==> config.mk <==
export PLATFORM = sky130hd
export DESIGN_NAME = img_rx_framer
export DESIGN_NICKNAME = d
export VERILOG_FILES = /design/src/rtl/img_rx_framer.sv
export SDC_FILE = /design/constraint.sdc
export NUM_CORES = 1
export LEC_CHECK = 0
export BUFFER_PORTS_ARGS = -buffer_cell sky130_fd_sc_hd__buf_4
export CORE_AREA = 2 2 84 86
export DETAILED_ROUTE_END_ITERATION = 8
export DIE_AREA = 0 0 86 88
export PLACE_DENSITY = 0.66
export SYNTH_ARGS = -nofsm -noshare
export SYNTH_HDL_FRONTEND = slang
export SYNTH_SLANG_ARGS = --single-unit
==> constraint.sdc <==
create_clock -name clk -period 2.6 [get_ports clk]
set_input_delay 0.52 -clock clk [delete_from_list [all_inputs] [get_ports clk]]
set_output_delay 0.52 -clock clk [all_outputs]
set_load 0.005 [all_outputs]
==> src/rtl/img_rx_framer.sv <==
// UART image receiver: detects a start marker, packs bytes MSB-first into pixels,
// writes them to sequential frame addresses and checks the trailing end marker.
module img_rx_framer #(
    parameter int                 DATA_W       = 8,
    parameter logic [DATA_W-1:0]  START_BYTE   = 8'h5A,
    parameter logic [DATA_W-1:0]  END_BYTE     = 8'hA5,
    parameter int                 PIX_BYTES    = 2,
    parameter int                 FRAME_PIXELS = 20480,
    parameter int                 ADDR_W       = 15,
    parameter int                 TIMEOUT_CYC  = 15360
) (
    input  logic                        clk,
    input  logic                        rst_n,
    input  logic [DATA_W-1:0]           data_in,
    input  logic                        rx_valid,
    output logic [7:0]                  state,
    output logic                        pix_we,
    output logic [ADDR_W-1:0]           pix_addr,
    output logic [PIX_BYTES*DATA_W-1:0] pix_data,
    output logic                        frame_done,
    output logic                        frame_err
);

    localparam int PW    = PIX_BYTES * DATA_W;
    localparam int SH_W  = (PIX_BYTES > 1) ? (PIX_BYTES - 1) * DATA_W : DATA_W;
    localparam int BI_W  = $clog2(PIX_BYTES + 1);
    localparam int TO_W  = (TIMEOUT_CYC > 1) ? $clog2(TIMEOUT_CYC) : 1;
    localparam int TO_LAST_I = (TIMEOUT_CYC > 0) ? TIMEOUT_CYC - 1 : 0;

    localparam logic [ADDR_W-1:0] ADDR_LAST = ADDR_W'(FRAME_PIXELS - 1);
    localparam logic [BI_W-1:0]   BIDX_LAST = BI_W'(PIX_BYTES - 1);
    localparam logic [TO_W-1:0]   TO_LAST   = TO_W'(TO_LAST_I);

    typedef enum logic [7:0] {
        S_IDLE = 8'h00,
        S_RECV = 8'h01,
        S_WAIT = 8'h02
    } state_t;

    state_t             r_state;
    logic               r_rx_prev;
    logic               r_pix_we;
    logic               r_done;
    logic               r_err;
    logic [ADDR_W-1:0]  r_pix_addr;
    logic [PW-1:0]      r_pix_data;
    logic [BI_W-1:0]    r_bidx;
    logic [TO_W-1:0]    r_to;
    logic [SH_W-1:0]    r_shift;

    state_t             w_state_nxt;
    logic               w_we_nxt;
    logic               w_done_nxt;
    logic               w_err_nxt;
    logic [ADDR_W-1:0]  w_addr_nxt;
    logic [PW-1:0]      w_data_nxt;
    logic [BI_W-1:0]    w_bidx_nxt;
    logic [TO_W-1:0]    w_to_nxt;
    logic [SH_W-1:0]    w_shift_nxt;
    logic               w_stb;
    logic               w_to_hit;
    logic [PW-1:0]      w_word;

    assign w_stb    = rx_valid & ~r_rx_prev;
    assign w_to_hit = (TIMEOUT_CYC != 0) && (r_to == TO_LAST);

    // Pixel word as it will look once the current byte is appended (first byte ends up in the MSBs)
    generate
        if (PIX_BYTES == 1) begin : g_one
            assign w_word = data_in;
        end else begin : g_multi
            assign w_word = {r_shift, data_in};
        end
    endgenerate

    always_comb begin
        w_state_nxt = r_state;
        w_we_nxt    = 1'b0;
        w_done_nxt  = 1'b0;
        w_err_nxt   = 1'b0;
        w_addr_nxt  = r_pix_addr;
        w_data_nxt  = r_pix_data;
        w_bidx_nxt  = r_bidx;
        w_to_nxt    = r_to;
        w_shift_nxt = r_shift;

        // Pixel index advances the cycle after its write, and holds at the last pixel
        if (r_pix_we && (r_pix_addr != ADDR_LAST))
            w_addr_nxt = r_pix_addr + ADDR_W'(1);

        unique case (r_state)
            S_IDLE: begin
                if (w_stb && (data_in == START_BYTE)) begin
                    w_state_nxt = S_RECV;
                    w_addr_nxt  = '0;
                    w_bidx_nxt  = '0;
                    w_to_nxt    = '0;
                end
            end
            S_RECV: begin
                if (w_stb) begin
                    w_to_nxt    = '0;
                    w_shift_nxt = w_word[SH_W-1:0];
                    if (r_bidx == BIDX_LAST) begin
                        w_we_nxt   = 1'b1;
                        w_data_nxt = w_word;
                        w_bidx_nxt = '0;
                        if (r_pix_addr == ADDR_LAST)
                            w_state_nxt = S_WAIT;
                    end else begin
                        w_bidx_nxt = r_bidx + BI_W'(1);
                    end
                end else if (w_to_hit) begin
                    w_state_nxt = S_IDLE;
                    w_err_nxt   = 1'b1;
                    w_to_nxt    = '0;
                    w_bidx_nxt  = '0;
                end else if (TIMEOUT_CYC != 0) begin
                    w_to_nxt = r_to + TO_W'(1);
                end
            end
            S_WAIT: begin
                if (w_stb) begin
                    w_state_nxt = S_IDLE;
                    w_to_nxt    = '0;
                    if (data_in == END_BYTE)
                        w_done_nxt = 1'b1;
                    else
                        w_err_nxt = 1'b1;
                end else if (w_to_hit) begin
                    w_state_nxt = S_IDLE;
                    w_err_nxt   = 1'b1;
                    w_to_nxt    = '0;
                end else if (TIMEOUT_CYC != 0) begin
                    w_to_nxt = r_to + TO_W'(1);
                end
            end
            default: w_state_nxt = S_IDLE;
        endcase
    end

    // rx_prev presets to 1 so a level already high at reset release is not a new byte
    always_ff @(posedge clk) begin
        if (!rst_n) begin
            r_state    <= S_IDLE;
            r_rx_prev  <= 1'b1;
            r_pix_we   <= 1'b0;
            r_done     <= 1'b0;
            r_err      <= 1'b0;
            r_pix_addr <= '0;
            r_pix_data <= '0;
            r_bidx     <= '0;
            r_to       <= '0;
            r_shift    <= '0;
        end else begin
            r_state    <= w_state_nxt;
            r_rx_prev  <= rx_valid;
            r_pix_we   <= w_we_nxt;
            r_done     <= w_done_nxt;
            r_err      <= w_err_nxt;
            r_pix_addr <= w_addr_nxt;
            r_pix_data <= w_data_nxt;
            r_bidx     <= w_bidx_nxt;
            r_to       <= w_to_nxt;
            r_shift    <= w_shift_nxt;
        end
    end

    assign state      = r_state;
    assign pix_we     = r_pix_we;
    assign pix_addr   = r_pix_addr;
    assign pix_data   = r_pix_data;
    assign frame_done = r_done;
    assign frame_err  = r_err;

endmodule
# ---- Yosys cells after proc, flatten, opt, wreduce, memory -nomap -nowiden
# Cells that the tools add are included.
dict set report word_totals {
  reg_bits 67
  inputBits 11
  output_inout_bits 42
}
dict set report classes {
  n_addsub 3
  eq_ne 12
  n_mux 26
  n_bitwise 2
  n_reduce_logical 13
}
# cell count
set ops {}
lappend ops {{8-bit two-way mux} 6}
lappend ops {{15-bit two-way mux} 3}
lappend ops {{14-bit two-way mux} 3}
lappend ops {{14-bit case mux with 2 select lines} 1}
lappend ops {{8-bit case mux with 3 select lines} 1}
lappend ops {{15-bit by 1-bit adder with 15-bit output, second input constant} 1}
lappend ops {{15-bit equality test, second input constant} 1}
lappend ops {{15-bit != test, second input constant} 1}
lappend ops {{3-bit AND reduction} 5}
lappend ops {{14-bit by 1-bit adder with 14-bit output, second input constant} 1}
lappend ops {{14-bit equality test, second input constant} 1}
lappend ops {{3-bit != test, second input constant} 3}
lappend ops {{8-bit by 1-bit equality test with 1-bit output, second input constant} 1}
lappend ops {{8-bit by 2-bit equality test with 1-bit output, second input constant} 1}
lappend ops {{8-bit by 7-bit equality test with 1-bit output, second input constant} 1}
lappend ops {{8-bit equality test, second input constant} 1}
lappend ops {{8-bit zero test} 1}
lappend ops {{2-bit two-way mux} 4}
lappend ops {{1-bit two-way mux} 6}
lappend ops {{2-bit case mux with 2 select lines} 1}
lappend ops {{2-bit AND reduction} 2}
lappend ops {{2-bit nonzero test} 2}
lappend ops {{2-bit by 1-bit adder with 2-bit output, second input constant} 1}
lappend ops {{2-bit by 1-bit equality test with 1-bit output, second input constant} 1}
lappend ops {{other kinds (6)} 7}

# ---- Depth between registers and ports, before layout
# Gate-level depths: netlist (run 1).
dict set report logic_depth {
  ltp_word 5
  mapped_depth 8
}

# ---- Worst setup path before layout (run 1)
# No wires, ideal clock.
dict set report synth_timing {
  kind {register to register}
  from {register r_state[4] (netlist: state[4])}
  to {register r_bidx[1]}
  setup_ps 116
  t_arrival_ps 1915
  required_ps 2484
  slack_ps 569
  path_stages_with_launch 7
  cell_sequence {dfxtp_1 -> or4_4 -> or2_0 -> buf_2 -> or3_1 -> a21o_1 -> o211a_1}
}
dict set report synth_between {
  elab_chain_cells 3
}
# item line_no
set synth_lines {}
lappend synth_lines {{start: declaration} 40} ;# state_t r_state;
lappend synth_lines {{start signal: assignment} 156} ;# r_state <= w_state_nxt;
lappend synth_lines {{8-bit by 1-bit equality test with 1-bit output or 8-bit zero test (tied branches)} 91} ;# unique case (r_state)
lappend synth_lines {{3-bit != test (no line) (tied with other cells)} n/a}
lappend synth_lines {{3-bit AND reduction (no line)} n/a}
lappend synth_lines {{end signal: assignment} 163} ;# r_bidx <= w_bidx_nxt;
lappend synth_lines {{end: declaration} 47} ;# logic [BI_W-1:0] r_bidx;
# Several ways; a longest one is shown, not always the timed one.
# A chain may end at the register's enable or synchronous reset.

# ---- Worst setup path in the final report (run 1)
# Ends and elaborated chain as after synthesis.

==> qor.txt, run 1 <==
status -> complete, no violations
Post-Syn Area per Cell -> 9.46 sq um
clock buffer depth -> 2
highest cell delay on the worst timing path -> 0.56 ns
RR Startpoint -> state[4]
final wirelength -> 6140 um
share of layout cells above drive strength 1 -> 0.247
CTS tree -> built
Die H -> 88 um
Bufs and invs on worst path -> 0
Routed Antenna Nets -> 0
Leakage -> 1.44 nW
DIE WIDTH -> 86 um
Overflow after GRT -> 0
Worst Setup Slack, final -> 0.291 ns
register bit total from synthesis -> 67
DRT iter0 DRCs -> 94
endpoints failing setup -> 0
Fill cells -> 631
Area growth syn-to-layout -> 24.4%
Startpoint Class -> flip-flop
wire per inst -> 13.4 um
Starting Density -> 0.440
fin crit period -> 2.31 ns
Via density -> 5.27
dpl hpwl -> 4400 um
YS warnings -> 0
I/O pin count -> 53
drt pass-1 iters -> 5
Setup WS pre-CTS -> 0.318 ns
CP Capture Type -> flip-flop
Via Count -> 2,410
most common library cell in the layout ignoring fill and taps -> dfxtp_1
ANT cells -> 0
peak fanout along the critical path -> 10
Synth async-reset ratio -> 0
period utilisation layout -> 0.888
Syn Inst Count -> 309
global-route wire length before repair -> 10,400 um
max-cap viol count -> 0
drt drc -> 0
vias in the first global route -> 2,257
Synth top area share -> 0.459
worst clock skew -> 0.0115 ns
Total Routing Usage GR -> 0.174
critical path's top delay family -> simple AND/OR/NAND/NOR gates
Final Hold Fails -> 0
CP Cell Sequence -> or4_4 > or2_0 > or3_1 > a21o_1 > o211a_1
largest area contributor in the netlist -> dfxtp_1
register area share after synthesis -> 0.459
placed cell areas -> 3440 sq um
fmax -> 433 MHz
setup tns final -> 0 ns
Synth area leaders -> dfxtp_1 (46%), mux2i_1 (9.2%), nor2_1 (7.2%)
DIE AREA -> 7570 sq um
power density cells -> 535 nW/um^2
total CTS buffers -> 9
commonest cells after routing, fill and taps aside -> dfxtp_1 (67), buf_4 (61), nor2_1 (56)
port bufs -> 52
Placement Rows -> 30
Clock Latency Late Sink -> 0.34 ns
Post-synth EDFFs -> 0
Yosys cell types -> 49
H-tree Lvls -> 3
pin count of the biggest net entering global routing -> 27
post-CTS setup buffers -> 0
fin nets -> 385
Core ar. -> 6640 sq um
fin area -> 3640 sq um
mapped cell area -> 2920 sq um
max-slew violations -> 0
crit path DAT -> 2.54 ns
slew at the pin closest to its max-slew limit -> 0.724 ns
Sink Count -> 67
antenna violations before repair -> 0
critical path class -> reg2reg
multi-input combinational cell area -> 1520 sq um
FF+latch area -> 1340 sq um
type of the tightest min-delay check -> in2reg
CTS resizes -> 0
Worst IR Drop VDD -> 0.309 mV
clock root cell -> clkbuf_8
setup repair after global routing missed its margin -> false
origin of the worst setup path -> state[4]
Clock Pin Slew Worst Setup and Hold Paths -> 0.07 ns
Critical-path top delay cell -> or4_4
min-delay src -> rx_valid
placer congestion estimate -> 0.850
Post-synth top flop -> dfxtp_1
total power -> 1.94 mW
CTS Hold Buffers Added -> 0
Slew headroom -> 0.514
CP required -> 2.83 ns
## cell families after synthesis
kind of cell,after synthesis,share of synthesized area
fa+ha+maj,2,0.00856
mux,27,0.0924
compound gates,24,0.0650
other cells,1,0.00128
flops,67,0.459
simple gates,145,0.273
xor+xnor,23,0.0689
buf+inv,20,0.0317
## metal layers
metal	global-route usage	wire (um)
met1	0.228	2960
met2	0.264	2690
met3	0.0603	393
met4	0.0678	93
met5	0	0
## metrics by stage
stage	hold slack, ns	instances	util
finish	0.400	457	0.547
global route	0.396	457	0.547
CTS	0.385	457	0.547
detailed placement	0.471	441	0.518
global placement	0.460	441	0.518
floorplan	0.454	314	-
## where the power goes
part	switching [mW]	internal (mW)	total [mW]	leakage (nW)
Clock	0.385	0.464	0.849	0.0991
Combinational	0.0344	0.0273	0.0616	0.797
Sequential	0.00277	1.03	1.03	0.542
Total	0.422	1.52	1.94	1.44
## cell usage after synthesis, types with 5 or more instances
| library cell | n |
|---|---|
| inv_1 | 5 |
| nor4_2 | 8 |
| nor4_1 | 7 |
| nand4_1 | 7 |
| nand2_1 | 14 |
| nor3_1 | 8 |
| a21oi_1 | 7 |
| xnor2_1 | 21 |
| clkbuf_1 | 5 |
| nor2_1 | 56 |
| buf_2 | 8 |
| dfxtp_1 | 67 |
| nand3_1 | 13 |
| mux2i_1 | 27 |
## worst paths after layout
| path | endpoint | slack, ns | cells after the start |
|---|---|---|---|
| setup / recovery | r_bidx[1] | 0.29 | 5 |
| hold / removal | r_rx_prev | 0.40 | 2 |
| setup reg to reg | r_bidx[1] | 0.29 | 5 |
| hold reg to reg | r_bidx[1] | 0.49 | 1 |
## sequential cells by signal, indices dropped and copies added, names as in the netlist
signal      cells
pix_we          1
r_to           14
r_shift         8
r_rx_prev       1
r_bidx          2
pix_data       16
frame_done      1
frame_err       1
pix_addr       15
state           8
## cell type report
cell class | count | share of cell area
Clock inverter | 5 | 0.0144
Inverter | 6 | 0.00619
Tap cell | 80 | 0.0275
Multi-Input combinational cell | 227 | 0.418
Clock buffer | 11 | 0.0389
Sequential cell | 67 | 0.369
Timing Repair Buffer | 61 | 0.126
No activity file was read; power rests on OpenSTA's default activity.
==> inputs of run 2 (changes only) <==
- BUFFER_PORTS_ARGS: -buffer_cell sky130_fd_sc_hd__buf_4 -> default
- CTS_CLUSTER_SIZE: default -> 30
- DONT_BUFFER_PORTS: default -> 1
- PLACE_DENSITY: 0.66 -> 0.64
==> run 2 against run 1 <==
Against the previous run: final area shrank 11%; routed wire length is 5.5% lower; sequential power about the same; worst hold slack got worse by 0.15 ns; via count down 11%; register-to-register slack better by 0.10 ns; clock-buffer cell count grew 1; core utilization is 6.3 points lower; critical path depth increased by 1; sequential share of layout area is 4.8 points higher; non-clock buffer count down 54.
==> qor.txt, run 2 (synthesis gave the netlist of run 1 again) <==
vias in the first global route -> 1,929 (-15%)
critical path endpoint -> r_to[1]
Critical-path top delay cell -> or4_4
Reg power frac -> 0.548 (+0.016)
Slew headroom -> 0.486 (-0.0282)
total CTS buffers -> 9 (unchanged)
power density cells -> 587 nW/um^2 (+9.7%)
final wirelength -> 5800 um (-5.5%)
max reg flops -> 16 (unchanged)
fmax -> 453 MHz (+4.5%)
met3 wire length -> 501 um (+27%)
origin of the worst setup path -> state[4]
critical path class -> reg2reg
share of layout cells above drive strength 1 -> 0.112 (-0.135)
Register-to-Register Path Depth -> 6 (+1)
top layer in use -> met4
Fill cells -> 620 (-1.7%)
Internal -> 1.50 mW (-1.4%)
period utilisation layout -> 0.849 (-0.0386)
dpl hpwl -> 4200 um (-4.5%)
max-slew violations -> 0 (unchanged)
Core ar. -> 6640 sq um (unchanged)
H-tree Lvls -> 3 (unchanged)
drt drc -> 0 (unchanged)
RR Startpoint -> state[4]
post-CTS setup buffers -> 0 (unchanged)
Placement Rows -> 30 (unchanged)
Clock Latency Late Sink -> 0.34 ns (about the same)
Routed Antenna Nets -> 0 (unchanged)
Comb pwr share -> 0.016 (-0.016)
port bufs -> 0 (-100%)
Via density -> 5.37 (+1.9%)
wire per inst -> 14.5 um (+7.7%)
Starting Density -> 0.440 (unchanged)
max-cap viol count -> 0 (unchanged)
CTS tree -> built
CP Capture Type -> flip-flop
highest cell delay on the worst timing path -> 0.55 ns (about the same)
DIE WIDTH -> 86 um (unchanged)
type of the tightest min-delay check -> in2reg
clock buffer depth -> 2 (unchanged)
most common library cell in the layout ignoring fill and taps -> dfxtp_1
Clock power frac -> 0.435 (-0.002)
antenna violations before repair -> 0 (unchanged)
pin count of the biggest net entering global routing -> 27 (unchanged)
drt pass-1 iters -> 4 (-1)
Met1 Routed Length -> 2760 um (-6.9%)
worst clock skew -> 0.00974 ns (-0.00172 ns)
CP Cell Sequence -> or4_4 > or2_0 > buf_4 > nor3b_1 > mux2i_1 > nor2_1
endpoints failing setup -> 0 (unchanged)
placed cells -> 387 (-12%)
Sw Pwr -> 387 uW (-8.2%)
fin nets -> 331 (-14%)
FF-to-FF End -> r_to[1]
commonest cells after routing, fill and taps aside -> dfxtp_1 (67), nor2_1 (56), mux2i_1 (27)
Setup WS pre-CTS -> 0.403 ns (+0.0851 ns)
clock root cell -> clkbuf_8
Startpoint Class -> flip-flop
total power -> 1.89 mW (-2.9%)
Via Count -> 2,155 (-11%)
Clock Pin Slew Worst Setup and Hold Paths -> 0.07 ns (about the same)
Leakage -> 1.14 nW (-20%)
setup slack, reg-to-reg -> 0.39 ns (+0.10 ns)
worst hold slack -> 0.251 ns (-0.150 ns)
crit path DAT -> 2.44 ns (-0.10 ns)
CTS Hold Buffers Added -> 0 (unchanged)
CP required -> 2.83 ns (about the same)
Sw Share -> 0.205 (-0.0119)
Worst Setup Slack, final -> 0.391 ns (+0.100 ns)
Total Routing Usage GR -> 0.157 (-0.0169)
CTS resizes -> 0 (unchanged)
Die H -> 88 um (unchanged)
Area growth syn-to-layout -> 10.1%
peak fanout along the critical path -> 14 (+4)
ANT cells -> 0 (unchanged)
Sink Count -> 67 (unchanged)
Overflow after GRT -> 0 (unchanged)
global-route wire length before repair -> 9180 um (-12%)
slew at the pin closest to its max-slew limit -> 0.771 ns (+0.0468 ns)
placer congestion estimate -> 0.803 (-5.5%)
DIE AREA -> 7570 sq um (unchanged)
post-layout instance count excluding filler cells -> 401 (-12%)
setup tns final -> 0 ns (unchanged)
DRT iter0 DRCs -> 159 (+69%)
met2 routed WL -> 2450 um (-8.9%)
Final Hold Fails -> 0 (unchanged)
I/O pin count -> 53 (unchanged)
Worst IR Drop VDD -> 0.263 mV (-15%)
setup repair after global routing missed its margin -> false
fin crit period -> 2.21 ns (-0.100 ns)
status -> complete, no violations
## run 2: changes by cell type in the layout (fill, tap and decap cells not counted), sizes merged
cell | previous run | this run
clkinv | 4 | 1
buf | 61 | 7
clkbuf | 11 | 12
## run 2: power by group through the flow
stage	registers [mW]	clock network (mW)	logic [mW]
4_1_cts	1.04	0.847	0.0318
6_report	1.04	0.822	0.0312
3_3_place_gp	1.06	0	0.0315
3_5_place_dp	1.06	0	0.0318
5_1_grt	1.04	0.892	0.0345
2_1_floorplan	1.06	0	0.0243
## run 2: metrics by stage
| stage | utilization | area, sq um |
|---|---|---|
| 6_report | 0.485 | 3220 |
| 5_1_grt | 0.485 | 3220 |
| 3_5_place_dp | 0.457 | 3040 |
| 4_1_cts | 0.485 | 3220 |
| 3_3_place_gp | 0.457 | 3040 |
| 2_1_floorplan | - | 2940 |
## run 2: how the worst min path moves through the flow
| stage | start | end | slack, ns | cells past startpoint |
|---|---|---|---|---|
| after floorplan | r_bidx[1] | r_bidx[1] | 0.45 | 1 |
| after global placement | r_shift[4] | pix_data[12] | 0.47 | 2 |
| after detailed placement | r_shift[4] | r_shift[4] | 0.48 | 2 |
| after CTS | rst_n | r_rx_prev | 0.24 | 1 |
| after global routing | rst_n | r_rx_prev | 0.25 | 1 |
| final | rst_n | r_rx_prev | 0.25 | 1 |
## run 2: metal layers
| metal | global-route usage | vias to the layer above |
|---|---|---|
| li1 | - | 1104 |
| met1 | 0.213 | 978 |
| met2 | 0.218 | 65 |
| met3 | 0.0622 | 8 |
| met4 | 0.0736 | 0 |
| met5 | 0 | - |
## run 2: cell type report
type / instances / area [sq um] / share of cell area
multi-input cells: 227 / 1520 / 0.472
flip-flops and latches: 67 / 1340 / 0.416
clock buffers: 12 / 145 / 0.0451
well taps: 80 / 100 / 0.0311
repair buffers: 7 / 52.6 / 0.0163
clock inverters: 2 / 37.5 / 0.0117
inverters: 6 / 22.5 / 0.00699
## run 2: critical path, delay by kind of cell (launching register included)
kind                   cells  cell delay, ns
and+or+nand+nor            4            1.29
DFF                        1            0.32
muxes                      1            0.25
buffers and inverters      1            0.24
